### src/rtl/seg_pkg.sv
// Shared constants and helpers for the multiplexed 7-segment digit scanner.
package seg_pkg;

  localparam int SEG_NDIG_DEF = 4;
  localparam logic [3:0] BCD_MAX = 4'd9;

  // Active-low anode vector with only bit idx low; callers slice to NDIG bits.
  function automatic logic [7:0] onehot_n(input logic [2:0] idx);
    return ~(8'd1 << idx);
  endfunction

endpackage

### src/rtl/seg_digit_scan_if.sv
// Host/display signal bundle for seg_digit_scan; master is the host side.
interface seg_digit_scan_if
  import seg_pkg::*;
#(
  parameter int NDIG = SEG_NDIG_DEF
);

  logic              load;
  logic [4*NDIG-1:0] bcd_in;
  logic              blank_lz;
  logic              load_ack;
  logic [3:0]        digit;
  logic [NDIG-1:0]   an_n;
  logic              bad_digit;
  logic              frame_done;

  modport master (
    output load, bcd_in, blank_lz,
    input  load_ack, digit, an_n, bad_digit, frame_done
  );

  modport slave (
    input  load, bcd_in, blank_lz,
    output load_ack, digit, an_n, bad_digit, frame_done
  );

endinterface

### src/rtl/seg_prescaler.sv
// Digit-slot prescaler: pc counts 0..PRESCALE-1 and tick marks the last cycle of a slot.
module seg_prescaler #(
  parameter int PRESCALE = 50000,
  localparam int PCW = $clog2(PRESCALE)
) (
  input  logic           clk,
  input  logic           rst,
  output logic [PCW-1:0] pc,
  output logic           tick
);

  assign tick = (pc == PCW'(PRESCALE - 1));

  always_ff @(posedge clk) begin
    if (rst) begin
      pc <= '0;
    end else if (tick) begin
      pc <= '0;
    end else begin
      pc <= pc + 1'b1;
    end
  end

endmodule

### src/rtl/seg_digit_scan.sv
// Scans an NDIG-digit packed BCD value onto a multiplexed display, one digit per prescaled slot,
// with frame-aligned value updates, leading-zero blanking and an all-off guard at slot start.
module seg_digit_scan
  import seg_pkg::*;
#(
  parameter int NDIG     = SEG_NDIG_DEF,
  parameter int PRESCALE = 50000,
  parameter int GUARD    = 2
) (
  input logic              clk,
  input logic              rst,
  seg_digit_scan_if.slave  bus
);

  localparam int PCW = $clog2(PRESCALE);
  localparam int IW  = $clog2(NDIG);
  localparam int DW  = 4 * NDIG;

  logic [PCW-1:0] pc;
  logic           tick;
  logic [IW-1:0]  idx;
  logic           wrap;
  logic [DW-1:0]  shadow;
  logic [DW-1:0]  pending;
  logic           pend_flag;

  logic [3:0]     cur_nib;
  logic           cur_bad;
  logic           guard_on;
  logic           upper_nz;
  logic           blank;
  logic [7:0]     an_full;
  logic [NDIG-1:0] anode_n;

  seg_prescaler #(.PRESCALE(PRESCALE)) u_prescaler (
    .clk  (clk),
    .rst  (rst),
    .pc   (pc),
    .tick (tick)
  );

  assign wrap     = tick && (idx == IW'(NDIG - 1));
  assign cur_nib  = shadow[{idx, 2'b00} +: 4];
  assign cur_bad  = (cur_nib > BCD_MAX);
  assign guard_on = (int'(pc) < GUARD);
  assign an_full  = onehot_n(3'(idx));
  assign anode_n  = an_full[NDIG-1:0];

  // A slot is a leading zero when it and every more-significant digit are zero.
  always_comb begin
    upper_nz = 1'b0;
    for (int k = 0; k < NDIG; k++) begin
      if ((k >= int'(idx)) && (shadow[4*k +: 4] != 4'd0)) begin
        upper_nz = 1'b1;
      end
    end
    blank = bus.blank_lz && (idx != '0) && !upper_nz;
  end

  always_ff @(posedge clk) begin
    if (rst) begin
      idx            <= '0;
      shadow         <= '0;
      pending        <= '0;
      pend_flag      <= 1'b0;
      bus.load_ack   <= 1'b0;
      bus.frame_done <= 1'b0;
      bus.digit      <= 4'd0;
      bus.bad_digit  <= 1'b0;
      bus.an_n       <= '1;
    end else begin
      if (tick) begin
        idx <= wrap ? '0 : idx + 1'b1;
      end
      // Shadow only changes at a frame boundary so a frame never mixes old and new digits.
      if (wrap) begin
        pend_flag <= 1'b0;
        if (bus.load) begin
          shadow <= bus.bcd_in;
        end else if (pend_flag) begin
          shadow <= pending;
        end
      end else if (bus.load) begin
        pending   <= bus.bcd_in;
        pend_flag <= 1'b1;
      end
      bus.load_ack   <= wrap && (bus.load || pend_flag);
      bus.frame_done <= wrap;
      bus.digit      <= cur_nib;
      bus.bad_digit  <= cur_bad;
      bus.an_n       <= (guard_on || blank || cur_bad) ? '1 : anode_n;
    end
  end

endmodule

### src/flat_wrapper.sv
// flat-port wrapper written by rule: the top's interface ports become plain ports
module seg_digit_scan_flat import seg_pkg::*;
#(
  parameter int NDIG     = SEG_NDIG_DEF,
  parameter int PRESCALE = 50000,
  parameter int GUARD    = 2
)
  (clk, rst, bus_load, bus_bcd_in, bus_blank_lz, bus_load_ack, bus_digit, bus_an_n, bus_bad_digit, bus_frame_done);
  seg_digit_scan_if #(.NDIG(NDIG)) bus_i ();
  input logic clk;
  input logic rst;
  input wire logic [$bits(bus_i.load)-1:0] bus_load;
  input wire logic [$bits(bus_i.bcd_in)-1:0] bus_bcd_in;
  input wire logic [$bits(bus_i.blank_lz)-1:0] bus_blank_lz;
  output wire logic [$bits(bus_i.load_ack)-1:0] bus_load_ack;
  output wire logic [$bits(bus_i.digit)-1:0] bus_digit;
  output wire logic [$bits(bus_i.an_n)-1:0] bus_an_n;
  output wire logic [$bits(bus_i.bad_digit)-1:0] bus_bad_digit;
  output wire logic [$bits(bus_i.frame_done)-1:0] bus_frame_done;
  assign bus_i.load = bus_load;
  assign bus_i.bcd_in = bus_bcd_in;
  assign bus_i.blank_lz = bus_blank_lz;
  assign bus_load_ack = bus_i.load_ack;
  assign bus_digit = bus_i.digit;
  assign bus_an_n = bus_i.an_n;
  assign bus_bad_digit = bus_i.bad_digit;
  assign bus_frame_done = bus_i.frame_done;
  seg_digit_scan #(.NDIG(NDIG), .PRESCALE(PRESCALE), .GUARD(GUARD)) u_core (.clk(clk), .rst(rst), .bus(bus_i));
endmodule
### config.mk
export PLATFORM = sky130hd
export DESIGN_NAME = seg_digit_scan_flat
export DESIGN_NICKNAME = d
export VERILOG_FILES = /design/src/rtl/seg_pkg.sv /design/src/rtl/seg_digit_scan_if.sv /design/src/rtl/seg_prescaler.sv /design/src/rtl/seg_digit_scan.sv /design/src/flat_wrapper.sv
export SDC_FILE = /design/constraint.sdc
export NUM_CORES = 1
export LEC_CHECK = 0
export CAP_MARGIN = 15
export CORE_UTILIZATION = 53
export CTS_BUF_LIST = sky130_fd_sc_hd__clkbuf_8 sky130_fd_sc_hd__clkbuf_16
export DETAILED_ROUTE_END_ITERATION = 8
export GPL_ROUTABILITY_DRIVEN = 0
export GPL_TIMING_DRIVEN = 0
export PLACE_DENSITY = 0.75
export SLEW_MARGIN = 0
export SYNTH_ARGS = -nofsm -noshare
export SYNTH_HDL_FRONTEND = slang
export SYNTH_SLANG_ARGS = --single-unit
export TNS_END_PERCENT = 5
### constraint.sdc
create_clock -name clk -period 2 [get_ports clk]
set_input_delay 0.3 -clock clk [delete_from_list [all_inputs] [get_ports clk]]
set_output_delay 0.3 -clock clk [all_outputs]
set_load 0.02 [all_outputs]
; Yosys cells after proc, flatten, opt, wreduce, memory -nomap -nowiden
; Cells that the tools add are included.
[word_totals]
register_bits = 62
in_bits = 20
[classes]
add_sub_neg = 2
n_lt_le_gt_ge = 5
n_eq_ne = 2
shifts = 2
muxes = 7
bitwise = 2
reduce_logical = 22
[op_table]
columns = cell, n
row1 = 16-bit 2-to-1 mux, 2
row2 = "16-bit by 1-bit adder with 16-bit output, second input constant", 1
row3 = "16-bit == test, second input constant", 1
row4 = "16-bit by 2-bit less-than comparator with 1-bit output, second input constant", 1
row5 = 4-bit nonzero test, 4
row6 = 16-bit by 5-bit indexed part select with 4-bit output, 1
row7 = 1-bit logical AND, 7
row8 = 2-bit OR reduction, 3
row9 = "1-bit by 2-bit greater-or-equal comparator with 1-bit output, first input constant", 2
row10 = "4-bit greater-than comparator, second input constant", 1
row11 = 1-bit 2-to-1 mux, 4
row12 = 4-bit NOT, 1
row13 = 2-bit AND reduction, 2
row14 = 2-bit nonzero test, 2
row15 = "1-bit by 2-bit << shifter with 4-bit output, first input constant", 1
row16 = 1-bit logical OR, 3
row17 = "2-bit by 1-bit adder with 2-bit output, second input constant", 1
row18 = "2-bit == test, second input constant", 1
row19 = "2-bit greater-or-equal comparator, first input constant", 1
row20 = 2-bit 2-to-1 mux, 1
row21 = 1-bit zero test, 1
row22 = 1-bit NOT, 1

; Logic depth before layout (Yosys ltp)
; Gate-level depths: netlist (run 1).
[logic_depth]
ltp_word = 11
depth_mapped = 8
depth_no_buf = 5

; Modules after synthesis
; From an unflattened synthesis (run 1), not the netlist that was laid out.
[hier_totals]
cells_unflattened = 283
area_unflattened_um2 = 2630.0
[by_module_without_submodules]
columns = module, instances, cells_each, area_per_inst_um2, seq_area_each_um2
row1 = seg_digit_scan, 1, 202, 1919.3, 920.9
row2 = seg_prescaler, 1, 81, 710.7, 320.3

; Least setup slack after synthesis (run 1)
; OpenSTA, ideal clock, no wires.
[synth_path]
kind = reg-to-reg
start = register u_core.idx[0]
end = register u_core.bus.an_n[0]
arrival_time_ns = 1.606
required_time_ns = 1.859
slack_ns = 0.253
stages_incl_launch_ff = 5
n_path_buf = 1
period_less_slack_ns = 1.747
cell_sequence = dfxtp_1 clkbuf_1 mux4_2 o21ai_0 nand4_1
[synth_between]
elab_chain_cells = 11
elab_cells_between_ends = 21
classes_between = order compare (4) / shift (2) / mux (4) / bitwise (1) / reduce/logical (10)
[synth_rtl]
columns = element, line
row1 = from (decl), seg_digit_scan.sv:21  ; logic [IW-1:0] idx;
row2 = from (signal assigned), seg_digit_scan.sv:73  ; idx <= wrap ? '0 : idx + 1'b1;
row3 = 1-bit by 2-bit greater-or-equal comparator with 1-bit output, seg_digit_scan.sv:53  ; if ((k >= int'(idx)) && (shadow[4*k +: 4] != 4'd0)) begin
row4 = 1-bit logical AND, seg_digit_scan.sv:53
row5 = 1-bit 2-to-1 mux (4 in a row), seg_digit_scan.sv:53
row6 = 1-bit zero test, seg_digit_scan.sv:57  ; blank = bus.blank_lz && (idx != '0) && !upper_nz;
row7 = 1-bit logical AND, seg_digit_scan.sv:57
row8 = 1-bit logical OR (2 in a row), seg_digit_scan.sv:91  ; bus.an_n <= (guard_on || blank || cur_bad) ? '1 : anode_n;
row9 = 2-bit OR reduction (no line), -
row10 = to (signal assigned), seg_digit_scan.sv:91
row11 = to (decl), seg_digit_scan_if.sv:24  ; output load_ack, digit, an_n, bad_digit, frame_done
; Parallel ways exist; a longest one is shown, timed or not.
; A chain may end at the register's enable or synchronous reset.

; Worst setup path after layout (run 1)
[layout_path]
start = register u_core.u_prescaler.pc[0]
end = register u_core.shadow[2]
[layout_between]
elab_chain_cells = 3
[layout_rtl]
columns = element, line
row1 = from (decl), seg_prescaler.sv:8  ; output logic [PCW-1:0] pc,
row2 = from (signal assigned), seg_prescaler.sv:20  ; pc <= pc + 1'b1;
row3 = 16-bit == test, seg_prescaler.sv:12  ; assign tick = (pc == PCW'(PRESCALE - 1));
row4 = 1-bit logical AND, seg_digit_scan.sv:42  ; assign wrap = tick && (idx == IW'(NDIG - 1));
row5 = 2-bit AND reduction (no line), -
row6 = to (signal assigned), seg_digit_scan.sv:79  ; shadow <= bus.bcd_in;
row7 = to (signal assigned), seg_digit_scan.sv:81  ; shadow <= pending;
row8 = to (decl), seg_digit_scan.sv:23  ; logic [DW-1:0] shadow;
; No other way between the ends.

==> out/qor.csv, run 1 <==
metric,value,unit
outcome,completed,
number of ports placed on the die boundary,31,
Final #Nets,447,
post-route total power,2930,µW
RSZ-0062 raised after global routing,false,
Total Routing Usage GR,27.4,%
number of max-slew violations in the final report,0,
H-tree level count,3,
startpoint of the worst hold path,u_core.u_prescaler.pc[0],
detail-routed via count per cell,5.96,
synthesis-stage register bit count,62,
number of flops mapped to enable cells by yosys,0,
start-to-end type of the worst setup path,reg2reg,
DRC,0,
area grow syn2layout,19.1,%
half-perimeter wire length after placement,5790,µm
Worst IR Drop VDD,438,µV
Post-CTS Setup Bufs,0,
Worst-path clk slew,70,ps
number of buffers inserted during clock tree synthesis,9,
required time worst endpoint,2220,ps
Diodes inserted,0,
slew margin rel.,49.0,%
starting density of the core,55.2,%
number of distinct library cells after synthesis,39,
total wire length,8240,µm
antenna-violating nets left,0,
startpoint kind of the worst setup timing path,flop,
main flop type after synthesis,sky130_fd_sc_hd__dfxtp_1,
post-synthesis instance total,383,
Worst-Skew Late Latency,350,ps
startpoint of the worst-slack reg-to-reg timing path,u_core.u_prescaler.pc[0],
largest net degree at the start of global routing,11,
Tcrit/Tclk final,93.0,%
"Cell Area, Synth",3290,µm²
endpoint type of the worst setup path,flop,
endpoint arrival time on the critical path,2080,ps
number of rows created at floorplan,28,
final setup fails,0,
worst setup path startpoint,u_core.u_prescaler.pc[0],
number of hold-slack violations in the final timing report,0,
maximum fanout along the worst path,10,
Clock Root Buffer,sky130_fd_sc_hd__clkbuf_8,
sequential area share after synthesis,37.7,%
number of violations reported at the end of detailed-routing iteration 0,281,
upper clock frequency limit,537,MHz
number of iterations in the first detailed-routing pass,5,
detailed-route via count,2992,
leakage power total,0.00142,µW
final period demand of the worst path,1860,ps
Hold/Removal Path Class,reg2reg,
sinks on the clock net,62,
Die Span X,80.8,µm
measured slew at the worst slew-check pin,765,ps
post-synthesis async set-or-reset flop share,0,%
number of warnings issued by yosys,0,
areal power density over the cells,747,nW/µm²
GRT overflow,0,
Mapped Nets,408,
first-pass GRT wire length,13400,µm
Mean Syn Cell Area,8.59,µm²
Die Area,6520,µm²
antenna violations before repair,0,
die height,80.8,µm
Placeable Area,5960,µm²
fraction of layout instances using a drive strength above 1,9.37,%
number of global-route vias before repair,2676,
TritonCTS clock tree,built,
number of max-capacitance violations reported,0,
WL per Instance,16.4,µm
maximum buffer depth of the clock tree,2,
Fin Clk Skew,8.24,ps
Port Buf Inserts,28,
sum of negative setup slack,0,ps
[cell type report]
cell class | count | area (µm²)
repair buffers | 28 | 280
flip-flops and latches | 62 | 1240
plain buffers | 34 | 166
well taps | 75 | 93.8
multi-input cells | 283 | 1870
clock inverters | 5 | 97.6
fillers | 513 | 2040
clock buffers | 11 | 151
inverters | 4 | 15.0
[metrics by stage]
step                      hold slack [ps]  util [%]  area [µm²]  setup WS (ps)  std cells
after floorplan                       426         -        3290            253        383
after global placement                439      61.5        3660           97.1        486
after detailed placement              446      61.5        3660           39.7        486
after CTS                             459      65.7        3910           24.0        502
after global routing                  473      65.8        3920          0.221        502
final                                 459      65.8        3920            139        502
[cells by family (layout without fill, tap and decap cells)]
group,count (synthesis),after routing,synth area share [%]
fa+ha+maj,5,5,1.90
buf+inv,38,82,5.44
xor+xnor,13,13,3.46
simple gates,184,184,31.5
mux,22,22,8.26
compound gates,59,59,11.7
flops,62,62,37.7
[sequential cells by signal, summed over array words and instances (netlist names)]
register and count:
u_core.bus.bad_digit 1, u_core.shadow 16, u_core.pending 16, u_core.bus.frame_done 1, u_core.idx 2, u_core.u_prescaler.pc 16, u_core.bus.digit 4, u_core.bus.load_ack 1
u_core.bus.an_n 4, u_core.pend_flag 1
[per-layer routing]
layer	GRT usage, %	vias to the layer above	wire (µm)	part of all wire [%]
met1	38.3	1398	3840	47
met3	7.87	9	676	8.2
met5	0	-	0	0
li1	-	1462	-	-
met4	6.79	0	87	1.1
met2	41.4	123	3630	44
[worst paths after layout]
kind	end	cells past startpoint	slack, ps
max	u_core.shadow[2]	6	140
min	u_core.u_prescaler.pc[0]	1	460
max reg2reg	u_core.shadow[2]	6	140
min reg2reg	u_core.u_prescaler.pc[0]	1	460
[critical path, stage by stage (launching register included)]
cell and delay, ps:
sky130_fd_sc_hd__dfxtp_1 370, sky130_fd_sc_hd__ha_1 260, sky130_fd_sc_hd__and3_1 200, sky130_fd_sc_hd__buf_6 130, sky130_fd_sc_hd__o2111ai_2 150, sky130_fd_sc_hd__buf_2 250
sky130_fd_sc_hd__o41ai_1 370
[power by group]
part | internal [µW] | switching [µW]
Clock | 888 | 499
Combinational | 110 | 130
Sequential | 1270 | 26.3
Total | 2270 | 656
[repair_timing]
item                                    4_1_cts  5_1_grt
endpoints found under the setup margin        0       28
hold buffers                                  0        0
gates resized for setup                       0        5
[cells in the mapped netlist, types with 11 or more instances]
cell type,count,area (µm²)
sky130_fd_sc_hd__nand3_1,22,110
sky130_fd_sc_hd__or4b_1,16,160
sky130_fd_sc_hd__nand2_1,37,139
sky130_fd_sc_hd__nor2b_1,20,125
sky130_fd_sc_hd__dfxtp_1,62,1240
sky130_fd_sc_hd__o21ai_0,18,90.1
sky130_fd_sc_hd__buf_2,11,55.1
sky130_fd_sc_hd__o41ai_1,16,140
sky130_fd_sc_hd__clkbuf_1,19,71.3
sky130_fd_sc_hd__nor2_1,39,146
sky130_fd_sc_hd__nor3b_1,16,120
sky130_fd_sc_hd__a21oi_1,18,90.1
sky130_fd_sc_hd__mux2i_1,17,170
[layout by cell type, fill, tap and decap left out, types with 2 or more instances in the layout]
cell                               n
sky130_fd_sc_hd__o21ai_0          18
sky130_fd_sc_hd__nor3_1            3
sky130_fd_sc_hd__clkdlybuf4s50_1  28
sky130_fd_sc_hd__clkbuf_8         11
sky130_fd_sc_hd__or4_1             3
sky130_fd_sc_hd__and3_1            4
sky130_fd_sc_hd__xnor2_1          10
sky130_fd_sc_hd__or4b_1           16
sky130_fd_sc_hd__nand3_1          22
sky130_fd_sc_hd__clkbuf_1         17
sky130_fd_sc_hd__clkbuf_2          2
sky130_fd_sc_hd__inv_1             6
sky130_fd_sc_hd__nor2b_1          20
sky130_fd_sc_hd__xor2_1            3
sky130_fd_sc_hd__bufinv_16         3
sky130_fd_sc_hd__mux2i_1          17
sky130_fd_sc_hd__nand2_1          37
sky130_fd_sc_hd__buf_2            11
sky130_fd_sc_hd__mux4_2            4
sky130_fd_sc_hd__buf_6             3
sky130_fd_sc_hd__ha_1              4
sky130_fd_sc_hd__nor2_1           39
sky130_fd_sc_hd__o41ai_1          16
sky130_fd_sc_hd__a21oi_1          18
sky130_fd_sc_hd__nand4_1          10
sky130_fd_sc_hd__and4_1            2
sky130_fd_sc_hd__nor4_1            6
sky130_fd_sc_hd__dfxtp_1          62
sky130_fd_sc_hd__nor3b_1          16
sky130_fd_sc_hd__nand2b_1          2
Note: power is estimated with default switching activity, not from simulation.
==> inputs of run 2 (changes only) <==
--- a/config.mk
+++ b/config.mk
@@ -7,7 +7,7 @@
 export LEC_CHECK = 0
 export CAP_MARGIN = 15
 export CORE_UTILIZATION = 53
-export CTS_BUF_LIST = sky130_fd_sc_hd__clkbuf_8 sky130_fd_sc_hd__clkbuf_16
+export CTS_BUF_LIST = sky130_fd_sc_hd__clkbuf_4
 export DETAILED_ROUTE_END_ITERATION = 8
 export GPL_ROUTABILITY_DRIVEN = 0
 export GPL_TIMING_DRIVEN = 0
==> run 2 against run 1 <==
Count of clock-buffer cells in the layout unchanged. Clock power down 20%. Setup slack worse by 4.7 ps. Total power down 9.6%. Global-route usage down 0.24 points. Sequential cell count unchanged. Non-clock buffer count unchanged. Combinational power about the same. Critical path type unchanged. Largest power group is now registers. Highest routed layer unchanged.
==> out/qor.csv, run 2 (synthesis gave the netlist of run 1 again) <==
metric,value,unit
outcome,completed,
worst-case register-to-register setup slack,130,ps
slew margin rel.,49.7,%
Die Span X,80.8,µm
Post-CTS Setup Bufs,0,
worst hold margin,440,ps
WL per Instance,16.2,µm
Worst IR Drop VDD,496,µV
maximum buffer depth of the clock tree,2,
startpoint kind of the worst setup timing path,flop,
final period demand of the worst path,1870,ps
detailed-route via count,3020,
upper clock frequency limit,536,MHz
Port Buf Inserts,28,
detail-routed via count per cell,6.02,
count of placed standard cells including taps,486,
startpoint of the worst-slack reg-to-reg timing path,u_core.u_prescaler.pc[1],
number of hold-slack violations in the final timing report,0,
areal power density over the cells,687,nW/µm²
Final #Nets,447,
critical path's largest stage delay,390,ps
maximum fanout along the worst path,10,
half-perimeter wire length after placement,5790,µm
Fillers,525,
Worst-Skew Late Latency,400,ps
multi-input logic area,1870,µm²
Crit path max-delay family,compound AO/OA/AOI/OAI gates,
"commonest cells after routing, fill and taps aside","sky130_fd_sc_hd__dfxtp_1, sky130_fd_sc_hd__nor2_1, sky130_fd_sc_hd__nand2_1, sky130_fd_sc_hd__clkdlybuf4s50_1, sky130_fd_sc_hd__nand3_1",
startpoint of the worst hold path,rst,
worst setup path startpoint,u_core.u_prescaler.pc[1],
combinational group share of total power,9.1,%
GRT overflow,0,
Worst-path clk slew,110,ps
start-to-end type of the worst setup path,reg2reg,
largest net degree at the start of global routing,11,
number of cells upsized or downsized after cts,0,
DRC,0,
number of violations reported at the end of detailed-routing iteration 0,280,
switching portion of total power,23.0,%
final worst slack,135,ps
starting density of the core,55.2,%
number of rows created at floorplan,28,
depth of the most critical reg-to-reg path,7,
die height,80.8,µm
number of max-capacitance violations reported,0,
endpoint of the worst register-to-register path,u_core.shadow[2],
final setup fails,0,
worst hold path endpoint,u_core.shadow[3],
number of iterations in the first detailed-routing pass,6,
final instance count without filler cells,502,
internal power,2040,µW
share of power burned in registers,49.1,%
Clock Root Buffer,sky130_fd_sc_hd__clkbuf_4,
largest registers,"u_core.pending x16, u_core.shadow x16, u_core.u_prescaler.pc x16",
measured slew at the worst slew-check pin,755,ps
master of the slowest instance on the critical path,sky130_fd_sc_hd__dfxtp_1,
switching component of the power,608,µW
endpoint arrival time on the critical path,2130,ps
first-pass GRT wire length,13400,µm
Diodes inserted,0,
pre-CTS setup slack,39.7,ps
total area of sequential cells,1240,µm²
number of max-slew violations in the final report,0,
Fin Clk Skew,12.8,ps
antenna violations before repair,0,
leakage power total,0.00139,µW
required time worst endpoint,2260,ps
antenna-violating nets left,0,
portion of total power attributed to the clock network,41.8,%
Cells on Worst Hold Path,4,
most frequent standard cell in the layout excluding fill and tap cells,sky130_fd_sc_hd__dfxtp_1,
area grow syn2layout,17.1,%
total wire length,8140,µm
endpoint type of the worst setup path,flop,
TritonCTS clock tree,built,
Tcrit/Tclk final,93.3,%
Die Area,6520,µm²
Crit path buffers/inverters,2,
placed instance area,3660,µm²
number of global-route vias before repair,2715,
Total Routing Usage GR,27.1,%
"Hold-fix buffers, CTS",0,
Hold/Removal Path Class,in2reg,
number of ports placed on the die boundary,31,
sinks on the clock net,62,
fraction of layout instances using a drive strength above 1,9.37,%
area of all placed cells without fillers,3850,µm²
number of buffers inserted during clock tree synthesis,9,
post-route total power,2650,µW
Placeable Area,5960,µm²
H-tree level count,3,
"Cell Chain, Critical Path",ha_1 > and3_1 > buf_6 > o2111ai_2 > clkbuf_1 > o21ai_0 > o41ai_1,
[run 2: layer usage]
layer | wire (µm) | part of all wire [%] | GRT usage (%)
met4 | 104 | 1.3 | 8.21
met5 | 0 | 0 | 0
met1 | 3870 | 48 | 38.1
met3 | 490 | 6.0 | 5.51
met2 | 3670 | 45 | 41.8
[run 2: layout make-up]
cell class              instances  share of cell area (%)
multi-input cells             283                    48.6
flip-flops and latches         62                    32.2
repair buffers                 28                    7.28
plain buffers                  34                    4.39
clock inverters                 5                    2.53
well taps                      75                    2.44
clock buffers                  11                    2.14
inverters                       4                   0.390
[run 2: worst register-to-register path, cell delays in order (launching register included)]
cell	delay (ps)
sky130_fd_sc_hd__dfxtp_1	390
sky130_fd_sc_hd__ha_1	260
sky130_fd_sc_hd__and3_1	200
sky130_fd_sc_hd__buf_6	130
sky130_fd_sc_hd__o2111ai_2	160
sky130_fd_sc_hd__clkbuf_1	280
sky130_fd_sc_hd__o21ai_0	220
sky130_fd_sc_hd__o41ai_1	110
[run 2: how the worst max path moves through the flow]
stage / end / slack [ps] / depth (start not counted)
final: u_core.shadow[2] / 130 / 7
after global routing: u_core.shadow[13] / -10 / 8
after CTS: u_core.bus.an_n[1] / 20 / 4
after detailed placement: u_core.bus.an_n[1] / 40 / 4
after global placement: u_core.bus.an_n[3] / 100 / 4
after floorplan: u_core.bus.an_n[0] / 250 / 4
[run 2: stage by stage]
stage,TNS (ps),utilization [%]
6_report,0,64.6
5_1_grt,-9.54,64.6
4_1_cts,0,64.5
3_5_place_dp,0,61.5
3_3_place_gp,0,61.5
2_1_floorplan,0,-
[run 2: power groups by stage]
stage	logic, µW	registers (µW)	clock network (µW)
6_report	240	1300	1110
5_1_grt	260	1310	1180
4_1_cts	237	1300	1120
3_5_place_dp	236	1330	0
3_3_place_gp	232	1330	0
2_1_floorplan	148	1320	0
==> inputs of run 3 (changes only) <==
--- a/config.mk
+++ b/config.mk
@@ -12,6 +12,7 @@
 export GPL_ROUTABILITY_DRIVEN = 0
 export GPL_TIMING_DRIVEN = 0
 export PLACE_DENSITY = 0.75
+export RECOVER_POWER = 100
 export SLEW_MARGIN = 0
 export SYNTH_ARGS = -nofsm -noshare
 export SYNTH_HDL_FRONTEND = slang
==> run 3 against run 2 <==
Maximum frequency grew 0.61%. Die area unchanged. Count of clock-buffer cells in the layout stayed put. Sequential power about the same. Global-route usage stayed put. First-iteration DRC count unchanged. Clock power hardly changed. Clock skew hardly changed.
==> out/qor.csv, run 3 (synthesis gave the netlist of run 1 again) <==
metric,value,unit
area grow syn2layout,17.1,%
Worst IR Drop VDD,496,µV
outcome,completed,
combinational group share of total power,9.1,%
Clock Root Buffer,sky130_fd_sc_hd__clkbuf_4,
routed length on met1,3870,µm
endpoint type of the worst setup path,flop,
maximum buffer depth of the clock tree,2,
largest net degree at the start of global routing,11,
start-to-end type of the worst setup path,reg2reg,
internal power,2040,µW
fraction of layout instances using a drive strength above 1,9.37,%
die height,80.8,µm
TritonCTS clock tree,built,
"Hold-fix buffers, CTS",0,
startpoint kind of the worst setup timing path,flop,
most frequent standard cell in the layout excluding fill and tap cells,sky130_fd_sc_hd__dfxtp_1,
detailed-route via count,3005,
switching portion of total power,23.0,%
Diodes inserted,0,
slew margin rel.,49.7,%
maximum fanout along the worst path,10,
number of global-route vias before repair,2715,
master of the slowest instance on the critical path,sky130_fd_sc_hd__or4b_1,
antenna-violating nets left,0,
measured slew at the worst slew-check pin,754,ps
"commonest cells after routing, fill and taps aside","sky130_fd_sc_hd__dfxtp_1, sky130_fd_sc_hd__nor2_1, sky130_fd_sc_hd__nand2_1, sky130_fd_sc_hd__clkdlybuf4s50_1, sky130_fd_sc_hd__nand3_1",
number of buffers inserted during clock tree synthesis,9,
number of hold-slack violations in the final timing report,0,
antenna violations before repair,0,
areal power density over the cells,687,nW/µm²
number of max-capacitance violations reported,0,
post-route total power,2650,µW
"Cell Chain, Critical Path",ha_1 > and3_1 > buf_6 > nand3_4 > buf_6 > or4b_1 > nand3_1,
critical path's largest stage delay,470,ps
Die Span X,80.8,µm
Final #Nets,447,
number of violations reported at the end of detailed-routing iteration 0,280,
Crit path max-delay family,simple AND/OR/NAND/NOR gates,
Fillers,525,
endpoint arrival time on the critical path,2190,ps
starting density of the core,55.2,%
Total Routing Usage GR,27.1,%
required time worst endpoint,2340,ps
number of ports placed on the die boundary,31,
placed instance area,3660,µm²
largest registers,"u_core.pending x16, u_core.shadow x16, u_core.u_prescaler.pc x16",
GRT overflow,0,
Crit path buffers/inverters,2,
total wire length,8120,µm
switching component of the power,607,µW
Hold/Removal Path Class,in2reg,
area of all placed cells without fillers,3850,µm²
final period demand of the worst path,1850,ps
sinks on the clock net,62,
Die Area,6520,µm²
Tcrit/Tclk final,92.7,%
Placeable Area,5960,µm²
final setup fails,0,
Fin Clk Skew,12.8,ps
number of max-slew violations in the final report,0,
number of rows created at floorplan,28,
DRC,0,
half-perimeter wire length after placement,5790,µm
portion of total power attributed to the clock network,41.8,%
Worst-Skew Late Latency,400,ps
upper clock frequency limit,539,MHz
pre-CTS setup slack,39.7,ps
detail-routed via count per cell,5.99,
leakage power total,0.00140,µW
number of iterations in the first detailed-routing pass,5,
Worst-path clk slew,100,ps
WL per Instance,16.2,µm
sum of met3 wire segment lengths after detailed routing,496,µm
first-pass GRT wire length,13400,µm
Port Buf Inserts,28,
H-tree level count,3,
dominant cell type by count on the critical path,sky130_fd_sc_hd__buf_6,
met2 wire len,3650,µm
share of power burned in registers,49.1,%
top layer in use,met4,
final worst slack,146,ps
## run 3: per-layer routing
layer,up-vias,track usage [%]
met4,0,8.21
met3,11,5.51
met2,111,41.8
met5,-,0
met1,1413,38.1
li1,1470,-
## run 3: area by class of cell
cell class              instances  area [µm²]  share of cell area [%]
inverters                       4        15.0                   0.390
multi-input cells             283        1870                    48.6
clock inverters                 5        97.6                    2.53
clock buffers                  11        82.6                    2.14
repair buffers                 28         280                    7.28
well taps                      75        93.8                    2.44
plain buffers                  34         169                    4.39
flip-flops and latches         62        1240                    32.2
## run 3: through the flow
step                utilization [%]  hold slack (ps)  setup TNS (ps)  cells
CTS                            64.5              403               0    502
detailed placement             61.5              446               0    486
global placement               61.5              439               0    486
global route                   64.6              449           -9.54    502
finish                         64.6              441               0    502
floorplan                         -              426               0    383
## run 3: power by group through the flow
| stage | registers (µW) | logic, µW | clock network [µW] |
|---|---|---|---|
| 6_report | 1300 | 240 | 1110 |
| 5_1_grt | 1310 | 260 | 1180 |
| 4_1_cts | 1300 | 237 | 1120 |
| 3_5_place_dp | 1330 | 236 | 0 |
| 3_3_place_gp | 1330 | 232 | 0 |
| 2_1_floorplan | 1320 | 148 | 0 |
## run 3: timing repair
item,CTS,global route
buffers inserted,0,0
setup endpoints to repair,0,27
resized for setup,0,7
endpoints found under the hold margin,0,0
## run 3: final timing paths
| kind | slack (ps) | end | cells after the start | from |
|---|---|---|---|---|
| min reg2reg | 470 | u_core.u_prescaler.pc[0] | 1 | u_core.u_prescaler.pc[0] |
| max reg2reg | 150 | u_core.pending[3] | 7 | u_core.u_prescaler.pc[1] |
| min | 440 | u_core.shadow[0] | 4 | rst |
| max | 150 | u_core.pending[3] | 7 | u_core.u_prescaler.pc[1] |
## run 3: tightest hold or removal path, cell delays in order
cell and delay (ps):
sky130_fd_sc_hd__clkbuf_1 200, sky130_fd_sc_hd__nor2b_1 150, sky130_fd_sc_hd__o21ai_0 80, sky130_fd_sc_hd__o41ai_1 60
